`src/rtl/vga_fb_arbiter.sv`:
```
// -----------------------------------------------------------------------------
// vga_fb_arbiter
//
// Shares one single-port synchronous framebuffer RAM between the display
// scan-out and a pixel writer. The display always owns the RAM during active
// video; the writer is served only in blanking, one write per cycle. The block
// also generates the linear scan-out address and delays hsync/vsync/DE so they
// line up with the returned pixel data.
//
// Build option: define VGA_ARB_DBLBUF_EN for double buffering. The reader and
// writer then use opposite pages, and a requested page flip takes effect on the
// next falling edge of vsync_i. Without the macro the page bit is constant 0,
// swap_req_i is ignored and swap_ack_o is tied low.
//
// Ports:
//   clk_i, rst_n             pixel clock, asynchronous active-low reset
//   hsync_i, vsync_i         timing-generator syncs (active low)
//   pix_vld_i                active-video strobe
//   wr_valid_i/wr_ready_o    writer handshake; wr_addr_i, wr_data_i payload
//   swap_req_i/swap_ack_o    page-flip request / one-cycle flip pulse
//   mem_*                    RAM command (registered), mem_addr_o MSB = page
//   mem_rdata_i              RAM read data, sampled on the RD_LAT-th clock
//                            edge after the edge that launched mem_re_o
//   pix_data_o, hsync_o,
//   vsync_o, de_o            video out, 1+RD_LAT cycles after the inputs
// -----------------------------------------------------------------------------
module vga_fb_arbiter #(
  parameter int AW       = 19,
  parameter int DW       = 8,
  parameter int H_ACTIVE = 640,
  parameter int V_ACTIVE = 480,
  parameter int RD_LAT   = 1
) (
  input  logic          clk_i,
  input  logic          rst_n,
  input  logic          hsync_i,
  input  logic          vsync_i,
  input  logic          pix_vld_i,
  input  logic          wr_valid_i,
  output logic          wr_ready_o,
  input  logic [AW-1:0] wr_addr_i,
  input  logic [DW-1:0] wr_data_i,
  input  logic          swap_req_i,
  output logic          swap_ack_o,
  output logic [AW:0]   mem_addr_o,
  output logic          mem_we_o,
  output logic          mem_re_o,
  output logic [DW-1:0] mem_wdata_o,
  input  logic [DW-1:0] mem_rdata_i,
  output logic [DW-1:0] pix_data_o,
  output logic          hsync_o,
  output logic          vsync_o,
  output logic          de_o
);

  // Encoding chosen so the RAM strobes are plain state-register bits.
  typedef enum logic [1:0] {
    ST_IDLE  = 2'b00,
    ST_DISP  = 2'b01,
    ST_WRITE = 2'b10
  } state_e;

  // Last scan address of a frame; an elaboration-time constant.
  localparam logic [AW-1:0] SCAN_LAST = AW'(H_ACTIVE * V_ACTIVE - 1);

  state_e              state_q, state_d;
  logic [AW:0]         addr_q, addr_d;
  logic [DW-1:0]       wdata_q, wdata_d;
  logic [AW-1:0]       scan_q, scan_d;
  logic [DW-1:0]       pix_q, pix_d;
  logic [RD_LAT:0]     hs_q, hs_d, vs_q, vs_d, de_q, de_d;
  logic                rd_page, wr_page;

  // ---------------------------------------------------------------------------
  // Page selection
  // ---------------------------------------------------------------------------
`ifdef VGA_ARB_DBLBUF_EN
  logic rd_page_q, rd_page_d;
  logic pend_q, pend_d;
  logic vs_prev_q;
  logic ack_q, ack_d;
  logic vs_fall;

  assign vs_fall = vs_prev_q & ~vsync_i;

  always_comb begin
    // A request on the edge cycle itself is folded in before the edge test,
    // and any number of requests within a frame collapse into one flip.
    pend_d    = pend_q | swap_req_i;
    rd_page_d = rd_page_q;
    ack_d     = 1'b0;
    if (vs_fall && pend_d) begin
      rd_page_d = ~rd_page_q;
      pend_d    = 1'b0;
      ack_d     = 1'b1;
    end
  end

  always_ff @(posedge clk_i or negedge rst_n) begin
    if (!rst_n) begin
      rd_page_q <= 1'b0;
      pend_q    <= 1'b0;
      vs_prev_q <= 1'b1;
      ack_q     <= 1'b0;
    end else begin
      rd_page_q <= rd_page_d;
      pend_q    <= pend_d;
      vs_prev_q <= vsync_i;
      ack_q     <= ack_d;
    end
  end

  assign rd_page    = rd_page_q;
  assign wr_page    = ~rd_page_q;
  assign swap_ack_o = ack_q;
`else
  logic unused_swap;

  assign unused_swap = swap_req_i;
  assign rd_page     = 1'b0;
  assign wr_page     = 1'b0;
  assign swap_ack_o  = 1'b0;
`endif

  // ---------------------------------------------------------------------------
  // Arbitration, scan address and video delay lines
  // ---------------------------------------------------------------------------
  // The writer may only proceed outside active video, and never during reset.
  assign wr_ready_o = rst_n & ~pix_vld_i;

  always_comb begin
    // NOTE: every signal gets a default first so no path leaves it unassigned;
    // otherwise synthesis infers a latch.
    state_d = ST_IDLE;
    addr_d  = addr_q;
    wdata_d = wdata_q;
    scan_d  = scan_q;

    // Display strictly beats the writer; it is never stalled.
    if (pix_vld_i) begin
      state_d = ST_DISP;
      addr_d  = {rd_page, scan_q};
    end else if (wr_valid_i) begin
      state_d = ST_WRITE;
      addr_d  = {wr_page, wr_addr_i};
      wdata_d = wr_data_i;
    end

    if (!vsync_i) begin
      scan_d = '0;
    end else if (state_d == ST_DISP) begin
      scan_d = (scan_q == SCAN_LAST) ? '0 : scan_q + 1'b1;
    end

    // Bit 0 of each line is the newest sample; bit RD_LAT is the output.
    hs_d = {hs_q[RD_LAT-1:0], hsync_i};
    vs_d = {vs_q[RD_LAT-1:0], vsync_i};
    de_d = {de_q[RD_LAT-1:0], pix_vld_i};

    // de_q[RD_LAT-1] is the DE stage that lines up with mem_rdata_i.
    pix_d = de_q[RD_LAT-1] ? mem_rdata_i : '0;
  end

  // NOTE: sequential state uses non-blocking assignments so every flop samples
  // the pre-edge values, independent of statement order.
  always_ff @(posedge clk_i or negedge rst_n) begin
    if (!rst_n) begin
      state_q <= ST_IDLE;
      addr_q  <= '0;
      wdata_q <= '0;
      scan_q  <= '0;
      pix_q   <= '0;
      hs_q    <= '1;
      vs_q    <= '1;
      de_q    <= '0;
    end else begin
      state_q <= state_d;
      addr_q  <= addr_d;
      wdata_q <= wdata_d;
      scan_q  <= scan_d;
      pix_q   <= pix_d;
      hs_q    <= hs_d;
      vs_q    <= vs_d;
      de_q    <= de_d;
    end
  end

  assign mem_re_o    = state_q[0];
  assign mem_we_o    = state_q[1];
  assign mem_addr_o  = addr_q;
  assign mem_wdata_o = wdata_q;
  assign pix_data_o  = pix_q;
  assign hsync_o     = hs_q[RD_LAT];
  assign vsync_o     = vs_q[RD_LAT];
  assign de_o        = de_q[RD_LAT];

endmodule

```
`config.mk`:
```
export PLATFORM = sky130hd
export DESIGN_NAME = vga_fb_arbiter
export DESIGN_NICKNAME = d
export VERILOG_FILES = /design/src/rtl/vga_fb_arbiter.sv
export SDC_FILE = /design/constraint.sdc
export NUM_CORES = 1
export LEC_CHECK = 0
export ABC_AREA = 0
export BUFFER_PORTS_ARGS = -buffer_cell sky130_fd_sc_hd__buf_2
export CORE_ASPECT_RATIO = 1.75
export CORE_UTILIZATION = 46
export CTS_CLUSTER_DIAMETER = 120
export DETAILED_ROUTE_END_ITERATION = 12
export GPL_ROUTABILITY_DRIVEN = 0
export GPL_TIMING_DRIVEN = 0
export HOLD_SLACK_MARGIN = 0.1
export PLACE_DENSITY_LB_ADDON = 0.15
export RECOVER_POWER = 100
export SYNTH_ARGS = -nofsm -noshare
export SYNTH_HDL_FRONTEND = slang
export SYNTH_SLANG_ARGS = --single-unit
```
`constraint.sdc`:
```
create_clock -name clk_i -period 1.6 [get_ports clk_i]
set_input_delay 0.08 -clock clk_i [delete_from_list [all_inputs] [get_ports clk_i]]
set_output_delay 0.08 -clock clk_i [all_outputs]
set_load 0.02 [all_outputs]
```
Yosys cells after proc, flatten, opt, wreduce, memory -nomap -nowiden
Cells that the tools add are included.
{"block": "word_totals", "ff_bits": 63, "latchBits": 0, "ram_bits": 0, "mem_bits_ro": 0, "in_bits": 42, "output_inout_bits": 43, "n_memories": 0}
{"block": "op_classes", "add_sub_neg": 1, "multipliers": 0, "div_mod_pow": 0, "magnitude_cmp": 0, "n_eq_ne": 3, "shift": 0, "muxes": 8, "bitwise_logic": 2, "n_reduce_logical": 2}
{"operator": "$mux 19", "n": 3}
{"operator": "$mux 20", "n": 2}
{"operator": "$add 19x1->19 const B", "n": 1}
{"operator": "$eq 19x19->1 const B", "n": 1}
{"operator": "$mux 8", "n": 1}
{"operator": "$mux 2", "n": 2}
{"operator": "$eq 2x1->1 const B", "n": 1}
{"operator": "$ne 2x1->1 const B", "n": 1}
{"operator": "$reduce_and 2->1", "n": 1}
{"operator": "$reduce_bool 2->1", "n": 1}
{"operator": "$and 1x1->1", "n": 1}
{"operator": "$not 1->1", "n": 1}

Longest topological paths before layout
Gate-level depths: netlist (run 1).
{"block": "depth", "word_depth": 5, "ltp_mapped": 7}

Worst setup path before layout (run 1)
Ideal clock, no wire load.
{"block": "synth_timing", "path_type": "register to register", "start": "reg scan_q[0]", "end": "reg scan_q[7]", "setup_time_ns": 0.130, "arrival_time_ns": 1.464, "required_ns": 1.470, "setup_slack_ns": 0.006, "path_stages_with_launch": 8, "n_path_buf": 1, "synth_period_minus_slack_ns": 1.594, "cell_sequence": "dfrtp_1 ha_1 nand2_1 nor3_2 nand4_1 buf_4 a41oi_1 o31ai_1"}
{"block": "synth_between", "elab_chain_len": 4, "elab_cells_between_ends": 5, "cone_classes": "add/sub: 1; eq/ne: 1; mux: 3"}
{"item": "start, declared", "line_no": "69", "rtl": "logic [AW-1:0] scan_q, scan_d;"}
{"item": "start signal, assigned", "line_no": "180", "rtl": "scan_q <= scan_d;"}
{"item": "$add 19x1->19 / $eq 19x19->1 (equally long branches)", "line_no": "152", "rtl": "scan_d = (scan_q == SCAN_LAST) ? '0 : scan_q + 1'b1;"}
{"item": "$mux 19 (*)", "line_no": "152"}
{"item": "$mux 19 (*)", "line_no": "151", "rtl": "end else if (state_d == ST_DISP) begin"}
{"item": "$mux 19 (*)", "line_no": "149", "rtl": "if (!vsync_i) begin"}
Mark *: on every way between the ends. The rest lies on a longest branch, timed or not. The select of a mux whose other input is x is not followed.
A chain may end at the register's enable or synchronous reset.

Final worst setup path (run 1)
{"block": "layout_timing", "start": "reg scan_q[0]", "end": "reg scan_q[13]"}
Same word-level chain as after synthesis.

==> impl_metrics.csv, run 1 <==
group,metric,value,unit
status,status,"finished, violations left",
status,failed_checks,"hold timing, setup timing",
sta,finalSetupTns,-6.861,ps
layout,diodes,0,
sta,fin_ws,-4.248,ps
synthesis,syn_inst,239,
layout,final_layout_size_suffix_gt1_share,30.38,%
sta,fin_crit,1604,ps
min_path,min_path_type,"in -> async",
sta,slew_headroom,48.99,%
synthesis,ys_ff_latch,61,
clock_tree,cts_tree,"built",
sta,setup_viol,2,
clock_tree,clk_pin_slew,60,ps
job,maxCapViolations,0,
sta,clock-skew-final,4.518,ps
sta,slew_viol_final,0,
drt,first_pass_iters,4,
layout,final_common_cell,"clkbuf_1",
sta,worst_slew_pin_slew,765.1,ps
global_routing,grt_pass1_wl,11120,um
drt,ant_nets,0,
clock_tree,cts_sinks,61,
clock_tree,cts_buffers,9,
setup_path,worstSetupStartpointType,"flop",
setup_path,r2r_cells,6,
layout,syn2layout_area_growth,49.72,%
layout,regArea,1540,um^2
sta,max_freq,0.6233,GHz
drt,drt-total-wl,7216,um
synthesis,ys_seq_area_share,56.25,%
drt,drc,0,
place,port_buffers,81,
setup_path,worstSetupPathType,"reg -> reg",
die,core_area,5630,um^2
layout,n_fill_cell,401,
layout,multi_input_area,1216,um^2
setup_path,rrSetupSlack,-4,ps
clock_tree,clockBufferDepth,2,
synthesis,synth_edf_count,0,
drt,wl_met1,2799,um
setup_path,cp-end-kind,"flop",
layout,final_cell_mix,"clkbuf_1 (51), dfrtp_1 (50), dlygate4sd3_1 (38)",
synthesis,synth_ff_type,"dfrtp_1",
drt,top_layer,"met4",
clock_tree,clk_latency,330,ps
synthesis,yosysWarningCount,0,
die,pin_count,85,
power_and_ir_drop,total_power,0.003782,W
sta,finalHoldViolCount,57,
synthesis,netlist_top_cells_area,"dfrtp_1 (52%), mux2i_1 (7.0%), nand2_1 (4.5%)",
synthesis,netlist_area,2723,um^2
clock_tree,htreeDepth,3,
layout,stdcell_area,4076,um^2
die,dieArea,6243,um^2
clock_tree,root_buffer,"clkbuf_8",
drt,vias_per_cell,5.157,
setup_path,r2r_start,"scan_q[0]",
power_and_ir_drop,leakagePower,1.896,nW
synthesis,avgSynthCellArea,11.39,um^2
drt,route.met3.wl,434,um
clock_tree,hold_buffers,38,
setup_path,arrival,1870,ps
place,pre_cts_ws,-286.6,ps
power_and_ir_drop,power_density,927.8,nW/um^2
sta,rsz0062_at_grt,"yes",
die,die-width,60.16,um
place,place_area,3227,um^2
setup_path,reg2reg_to,"scan_q[13]",
die,row_count,36,
sta,hold_ws,-182.8,ps
global_routing,grt_pass1_vias,2387,
synthesis,synth_cell_types,49,
drt,vias,2429,
synthesis,yosysTopAreaCell,"dfrtp_1",
drt,wire_per_inst,15.32,um
setup_path,crit_required,1870,ps
global_routing,antenna_found_initial,0,
power_and_ir_drop,ir_worst_vdd,0.5494,mV
synthesis,synth_top_area_share,52.39,%
drt,route.met2.wl,3855,um
synthesis,async_flop_share,100.0,%
global_routing,grt_max_degree,63,
place,hpwl,4231,um
global_routing,grt_usage,24.01,%
global_routing,grt-ovfl-total,0,
setup_path,crit_fanout,4,
layout,nets,433,
die,start_util,48.36,%
drt,drtIter0Drc,77,
sta,fin_crit_sh,100.3,%
die,die_y,103.8,um
-- per-stage QoR --
step                utilization [%]  hold WS (ps)  instances
finish                        72.40        -182.8        471
global placement              57.31         186.2        397
detailed placement            57.31         193.0        397
CTS                           70.51        -165.2        460
global route                  72.40        -141.3        471
floorplan                         -        -215.6        240
-- registers in the layout, summed over array words and instances (netlist names) --
name,flops
mem_addr_o,19
scan_q,19
mem_wdata_o,8
pix_data_o,8
de_q,2
hs_q,2
vs_q,2
state_q,1
-- where the power goes --
| group | switching, W | internal, W |
|---|---|---|
| clock | 0.000558 | 0.00104 |
| combinational | 0.000290 | 0.000216 |
| sequential | 0.0000439 | 0.00163 |
| total | 0.000892 | 0.00289 |
-- synth_stat cells, drive strengths merged (2+ instances only) --
cell,n
a21boi,2
a21oi,2
a31oi,2
and2,17
and3,4
and4,2
buf,9
clkbuf,5
dfrtp,57
dfstp,4
mux2,8
mux2i,19
nand2,35
nand3,7
nand3b,2
nand4,7
nor2,2
nor2b,2
nor3,2
nor3b,2
nor4,2
o21ai,20
o221ai,2
o31ai,4
xnor2,6
-- critical path, cell delays in order, from the launching register on --
cell     delay (ps)
dfrtp_1         430
buf_6           150
nand3_4          80
nor3_4          220
nand2_2         110
or4_4           490
nand3_2          70
-- cell families after synthesis --
logic type,count (synthesis),synth area share (%)
xor gates and xnor gates,7,2.252
other,1,0.1377
buffers and inverters,16,3.171
and+or+nand+nor,89,19.03
adders and majority gates,1,0.4595
muxes,27,10.29
DFF,61,56.25
AOI/OAI and AO/OA,37,8.410
-- layout make-up --
class                      instances  share of cell area [%]
clock buffer                      13                   4.389
clock inverter                     3                   1.596
timing repair buffer             139                   21.88
tap                               76                   2.333
multi-input combinational        163                   29.83
inverter                           1                 0.09208
sequential                        61                   37.78
buffer                            15                   2.087
-- routing by layer --
| metal | vias up | GRT usage (%) |
|---|---|---|
| met5 | - | 0 |
| met1 | 1162 | 26.57 |
| met4 | 0 | 10.47 |
| li1 | 1148 | - |
| met3 | 11 | 6.866 |
| met2 | 108 | 40.74 |
-- worst max path at each step --
stage,cells after the start,start,endpoint
floorplan,7,scan_q[0],scan_q[7]
global placement,6,scan_q[0],scan_q[16]
detailed placement,6,scan_q[0],scan_q[16]
CTS,6,scan_q[0],scan_q[13]
global route,6,scan_q[10],scan_q[3]
finish,6,scan_q[0],scan_q[13]
-- what timing repair did --
item	CTS	global route
setup endpoints to repair	16	15
hold endpoints to repair	95	57
gates resized for setup	14	18
cloned	1	0
pin swaps	5	8
setup buffers	8	11
(Power assumes the default switching activity.)
==> run 2, diff against run 1 <==
--- a/config.mk
+++ b/config.mk
@@ -16,3 +16,3 @@
 export HOLD_SLACK_MARGIN = 0.1
-export PLACE_DENSITY_LB_ADDON = 0.15
+export PLACE_DENSITY_LB_ADDON = 0.08
 export RECOVER_POWER = 100
--- a/constraint.sdc
+++ b/constraint.sdc
@@ -3,2 +3,2 @@
 set_output_delay 0.08 -clock clk_i [all_outputs]
-set_load 0.02 [all_outputs]
+set_load 0.01 [all_outputs]
==> run 2 against run 1 <==
Against the previous run:
- the run still ends with hold timing, setup timing left
- die area unchanged
- sequential share of layout area increased by 0.90 points
- sequential cell count did not move
- sequential power hardly changed
- register-to-register slack is essentially flat
- count of clock-buffer cells in the layout is 1 lower
- largest power group unchanged
- highest routed layer unchanged
==> impl_metrics.csv, run 2 (same netlist as run 1, synthesis figures left out) <==
group,metric,value,unit
setup_path,r2r_cells,7,
clock_tree,clockBufferDepth,2,
setup_path,worstSetupPathType,"reg -> reg",
sta,fin_crit_sh,100.9,%
sta,fin_crit,1614,ps
sta,slew_viol_final,0,
clock_tree,htreeDepth,3,
sta,rsz0062_at_grt,"yes",
clock_tree,root_buffer,"clkbuf_8",
sta,worst_slew_pin_slew,763.3,ps
layout,regArea,1541,um^2
clock_tree,clk_pin_slew,60,ps
clock_tree,cts_buffers,9,
clock_tree,clk_latency,340,ps
status,failed_checks,"hold timing, setup timing",
sta,clock-skew-final,8.565,ps
clock_tree,cts_tree,"built",
layout,final_common_cell,"clkbuf_1",
global_routing,antenna_found_initial,0,
global_routing,grt_usage,23.45,%
die,die_y,103.8,um
drt,first_pass_iters,4,
setup_path,reg2reg_to,"scan_q[5]",
layout,diodes,0,
drt,wire_per_inst,14.92,um
drt,vias,2316,
power_and_ir_drop,power_density,942.4,nW/um^2
layout,final_layout_size_suffix_gt1_share,28.79,%
setup_path,cp-end-kind,"flop",
drt,drc,0,
global_routing,grt_pass1_wl,10760,um
sta,hold_ws,-199.8,ps
sta,slew_headroom,49.12,%
layout,nets,427,
place,dp_cells,397,
sta,fin_ws,-14.22,ps
setup_path,r2r_start,"scan_q[1]",
die,die-width,60.16,um
die,core_area,5630,um^2
status,status,"finished, violations left",
setup_path,crit_required,1800,ps
setup_path,arrival,1810,ps
sta,setup_viol,2,
drt,vias_per_cell,4.981,
setup_path,rrSetupSlack,-10,ps
die,row_count,36,
sta,max_freq,0.6195,GHz
power_and_ir_drop,leakagePower,1.827,nW
layout,syn2layout_area_growth,46.37,%
clock_tree,cts_sinks,61,
place,place_area,3227,um^2
drt,drtIter0Drc,128,
setup_path,crit_fanout,4,
layout,stdcell_area,3985,um^2
layout,n_fill_cell,444,
min_path,min_path_type,"in -> async",
job,maxCapViolations,0,
global_routing,grt_max_degree,63,
sta,finalHoldViolCount,57,
drt,drt-total-wl,6938,um
layout,final_cell_mix,"clkbuf_1 (50), dfrtp_1 (49), buf_2 (40)",
setup_path,worstSetupStartpointType,"flop",
die,start_util,48.36,%
place,port_buffers,81,
layout,layoutNonFillerInstCount,465,
global_routing,grt_pass1_vias,2264,
clock_tree,hold_buffers,38,
place,hpwl,4240,um
die,dieArea,6243,um^2
power_and_ir_drop,ir_worst_vdd,1.056,mV
global_routing,grt-ovfl-total,0,
die,pin_count,85,
layout,multi_input_area,1181,um^2
drt,ant_nets,0,
## run 2: repair_timing
action / 4_1_cts / 5_1_grt
setup buffers: 9 / 4
pin swaps: 4 / 6
resized for setup: 11 / 11
cloned: 1 / 0
endpoints found under the hold margin: 95 / 57
endpoints found under the setup margin: 15 / 14
## run 2: cell type report
class | instances | share of cell area, %
inverter | 1 | 0.09419
sequential | 61 | 38.68
multi-input combinational | 163 | 29.64
tap | 76 | 2.386
clock inverter | 4 | 2.386
clock buffer | 12 | 3.642
buffer | 15 | 2.104
timing repair buffer | 133 | 21.07
## run 2: metal layers
layer	vias up	part of all wire (%)	global-route usage (%)
li1	1136	-	-
met1	1100	42	28.34
met2	73	52	37.44
met3	7	5.4	7.615
met4	0	1.1	9.136
met5	-	0	0
## run 2: report_power, final
group / internal (W) / switching (W) / total, W
sequential: 0.00163 / 0.0000395 / 0.00167
clock: 0.00108 / 0.000578 / 0.00165
combinational: 0.000210 / 0.000223 / 0.000433
total: 0.00291 / 0.000841 / 0.00376
## run 2: worst max-delay path by stage
| stage | start | endpoint | slack, ps | cells past startpoint |
|---|---|---|---|---|
| after floorplan | scan_q[0] | scan_q[7] | 6 | 7 |
| after global placement | scan_q[0] | scan_q[16] | -240 | 6 |
| after detailed placement | scan_q[0] | scan_q[16] | -260 | 6 |
| after CTS | scan_q[0] | scan_q[16] | -7 | 6 |
| after global routing | scan_q[1] | scan_q[5] | -80 | 6 |
| final | scan_q[1] | scan_q[5] | -10 | 7 |
## run 2: per-stage QoR
step                setup slack [ps]  util, %  total power (W)  hold WS [ps]  setup TNS (ps)
finish                        -14.22    70.78         0.003756        -199.8          -18.70
global route                  -82.82    70.78         0.003919        -133.9          -454.1
CTS                           -6.733    70.44         0.003802         80.52          -8.150
global placement              -235.1    57.31         0.002054         185.9           -1895
detailed placement            -257.1    57.31         0.002062         193.3           -2091
floorplan                      5.977        -         0.001873        -215.6               0
## run 2: critical path: stages, from the launching register on
cell and delay, ps:
dfrtp_1 360, ha_2 220, nand2_4 80, nor3_4 140, nand4_1 240, buf_4 210
or3b_1 160, o221ai_2 70
==> run 3, diff against run 2 <==
CORE_MARGIN = 1.5   (was not set)
clock period = 1.3 ns   (was 1.6 ns; I/O delays follow)
==> run 3 against run 2 <==
Against the previous run:
- the flow still finishes with violations (hold timing, setup timing)
- highest routed layer unchanged
- non-clock buffer count rose by 7
- register-to-register slack lost 340 ps
- cell count rose by 1.5%
- critical endpoint is now scan_q[7]
- total power rose by 20%
==> impl_metrics.csv, run 3 (same netlist as run 1, synthesis figures left out) <==
group,metric,value,unit
status,status,"finished, violations left",
status,failed_checks,"hold timing, setup timing",
sta,fin_crit,1653,ps
die,dieArea,6408,um^2
sta,fin_crit_sh,127.1,%
drt,drtIter0Drc,100,
layout,final_cell_mix,"clkbuf_1 (49), dfrtp_1 (49), buf_2 (40)",
power_and_ir_drop,leakagePower,1.876,nW
global_routing,grt_pass1_wl,11610,um
layout,syn2layout_area_growth,49.68,%
die,die_y,104.8,um
sta,slew_headroom,49.91,%
drt,vias_per_cell,5.159,
min_path,min_path_type,"in -> async",
sta,setup_viol,22,
die,start_util,48.36,%
place,pre_cts_ws,-414.0,ps
setup_path,worstSetupPathType,"reg -> reg",
die,row_count,36,
drt,vias,2435,
die,pin_count,85,
clock_tree,clockBufferDepth,2,
global_routing,grt_max_degree,63,
clock_tree,cts_sinks,61,
setup_path,crit_fanout,5,
setup_path,cp-end-kind,"flop",
drt,ant_nets,0,
clock_tree,cts_tree,"built",
sta,fin_ws,-352.8,ps
sta,clock-skew-final,6.768,ps
sta,worst_slew_pin_slew,751.4,ps
die,core_area,5630,um^2
power_and_ir_drop,pwr-share-clk,41.9,%
power_and_ir_drop,p_switching,0.001055,W
power_and_ir_drop,switching_share,23.43,%
setup_path,crit_required,1520,ps
clock_tree,cts_buffers,9,
global_routing,grt-ovfl-total,0,
sta,finalHoldViolCount,57,
sta,rsz0062_at_grt,"yes",
clock_tree,hold_buffers,38,
layout,diodes,0,
global_routing,grt_busiest_layer,"met2",
place,hpwl,4289,um
clock_tree,clk_latency,340,ps
drt,first_pass_iters,4,
power_and_ir_drop,ir_worst_vdd,0.7426,mV
clock_tree,clk_pin_slew,70,ps
drt,drc,0,
global_routing,grtUsageMet1,26.40,%
global_routing,grt_use_met2,41.72,%
clock_tree,root_buffer,"clkbuf_8",
global_routing,grt_usage,24.44,%
job,maxCapViolations,0,
power_and_ir_drop,power_density,1105,nW/um^2
sta,hold_ws,-201.3,ps
power_and_ir_drop,p_int,0.003449,W
drt,drt-total-wl,7626,um
layout,final_layout_size_suffix_gt1_share,31.82,%
global_routing,met3_usage,7.797,%
clock_tree,htreeDepth,3,
layout,nets,434,
sta,max_freq,0.6050,GHz
sta,slew_viol_final,0,
setup_path,worstSetupStartpointType,"flop",
place,port_buffers,81,
die,die-width,61.16,um
setup_path,arrival,1870,ps
global_routing,grt_pass1_vias,2453,
power_and_ir_drop,comb_power_share,12.3,%
drt,wire_per_inst,16.16,um
global_routing,antenna_found_initial,0,
power_and_ir_drop,p_seq_share,45.8,%
-- run 3: cell type report --
| type | count | area [um^2] |
|---|---|---|
| Buffer | 15 | 82.58 |
| Clock buffer | 12 | 155.1 |
| Clock inverter | 4 | 70.07 |
| Fill cell | 424 | 1555 |
| Inverter | 1 | 3.754 |
| Multi-Input combinational cell | 163 | 1229 |
| Sequential cell | 61 | 1541 |
| Tap cell | 76 | 95.09 |
| Timing Repair Buffer | 140 | 898.4 |
-- run 3: metrics by stage --
step                util [%]  cell area, um^2  total power [W]  instances  setup TNS (ps)
floorplan                  -             2760         0.002307        240           -2134
global placement       57.91             3261         0.002532        397           -7572
detailed placement     57.91             3261         0.002542        397           -7409
CTS                    72.20             4065         0.004542        470           -2999
global route           72.38             4075         0.004699        472           -6319
finish                 72.38             4075         0.004504        472           -4393
-- run 3: worst max-delay path, cell delays in order, from the launching register on --
cell	delay (ps)
dfrtp_1	370
and4_4	260
and3_4	190
nand4_1	220
buf_6	220
a41oi_2	160
o31ai_1	100
-- run 3: power groups by stage --
| stage | registers, W | logic [W] | clock network (W) |
|---|---|---|---|
| finish | 0.00206 | 0.000552 | 0.00189 |
| global route | 0.00207 | 0.000605 | 0.00202 |
| CTS | 0.00205 | 0.000566 | 0.00193 |
| detailed placement | 0.00209 | 0.000457 | 0 |
| global placement | 0.00208 | 0.000450 | 0 |
| floorplan | 0.00213 | 0.000172 | 0 |
-- run 3: final timing paths --
path | slack (ps) | depth (start not counted) | from | endpoint
max in group asynchronous | 970 | 1 | rst_n | scan_q[9]
min reg2reg | 360 | 0 | vs_q[0] | vs_q[1]
max reg2reg | -350 | 6 | scan_q[13] | scan_q[7]
max | -350 | 6 | scan_q[13] | scan_q[7]
min in group clk_i | 210 | 4 | vsync_i | scan_q[18]
min | -200 | 1 | rst_n | pix_data_o[0]
-- run 3: per-layer routing --
metal / vias to the layer above / wire length, um / share of wire (%)
met5: - / 0 / 0
met4: 0 / 201 / 2.6
met3: 22 / 443 / 5.8
met2: 82 / 4058 / 53
met1: 1186 / 2922 / 38
li1: 1145 / - / -
-- run 3: timing repair --
action	CTS	global route
cloned	1	0
setup buffers	18	2
pin swaps	11	7
setup endpoints to repair	19	18
resized for setup	17	10
hold endpoints to repair	95	57
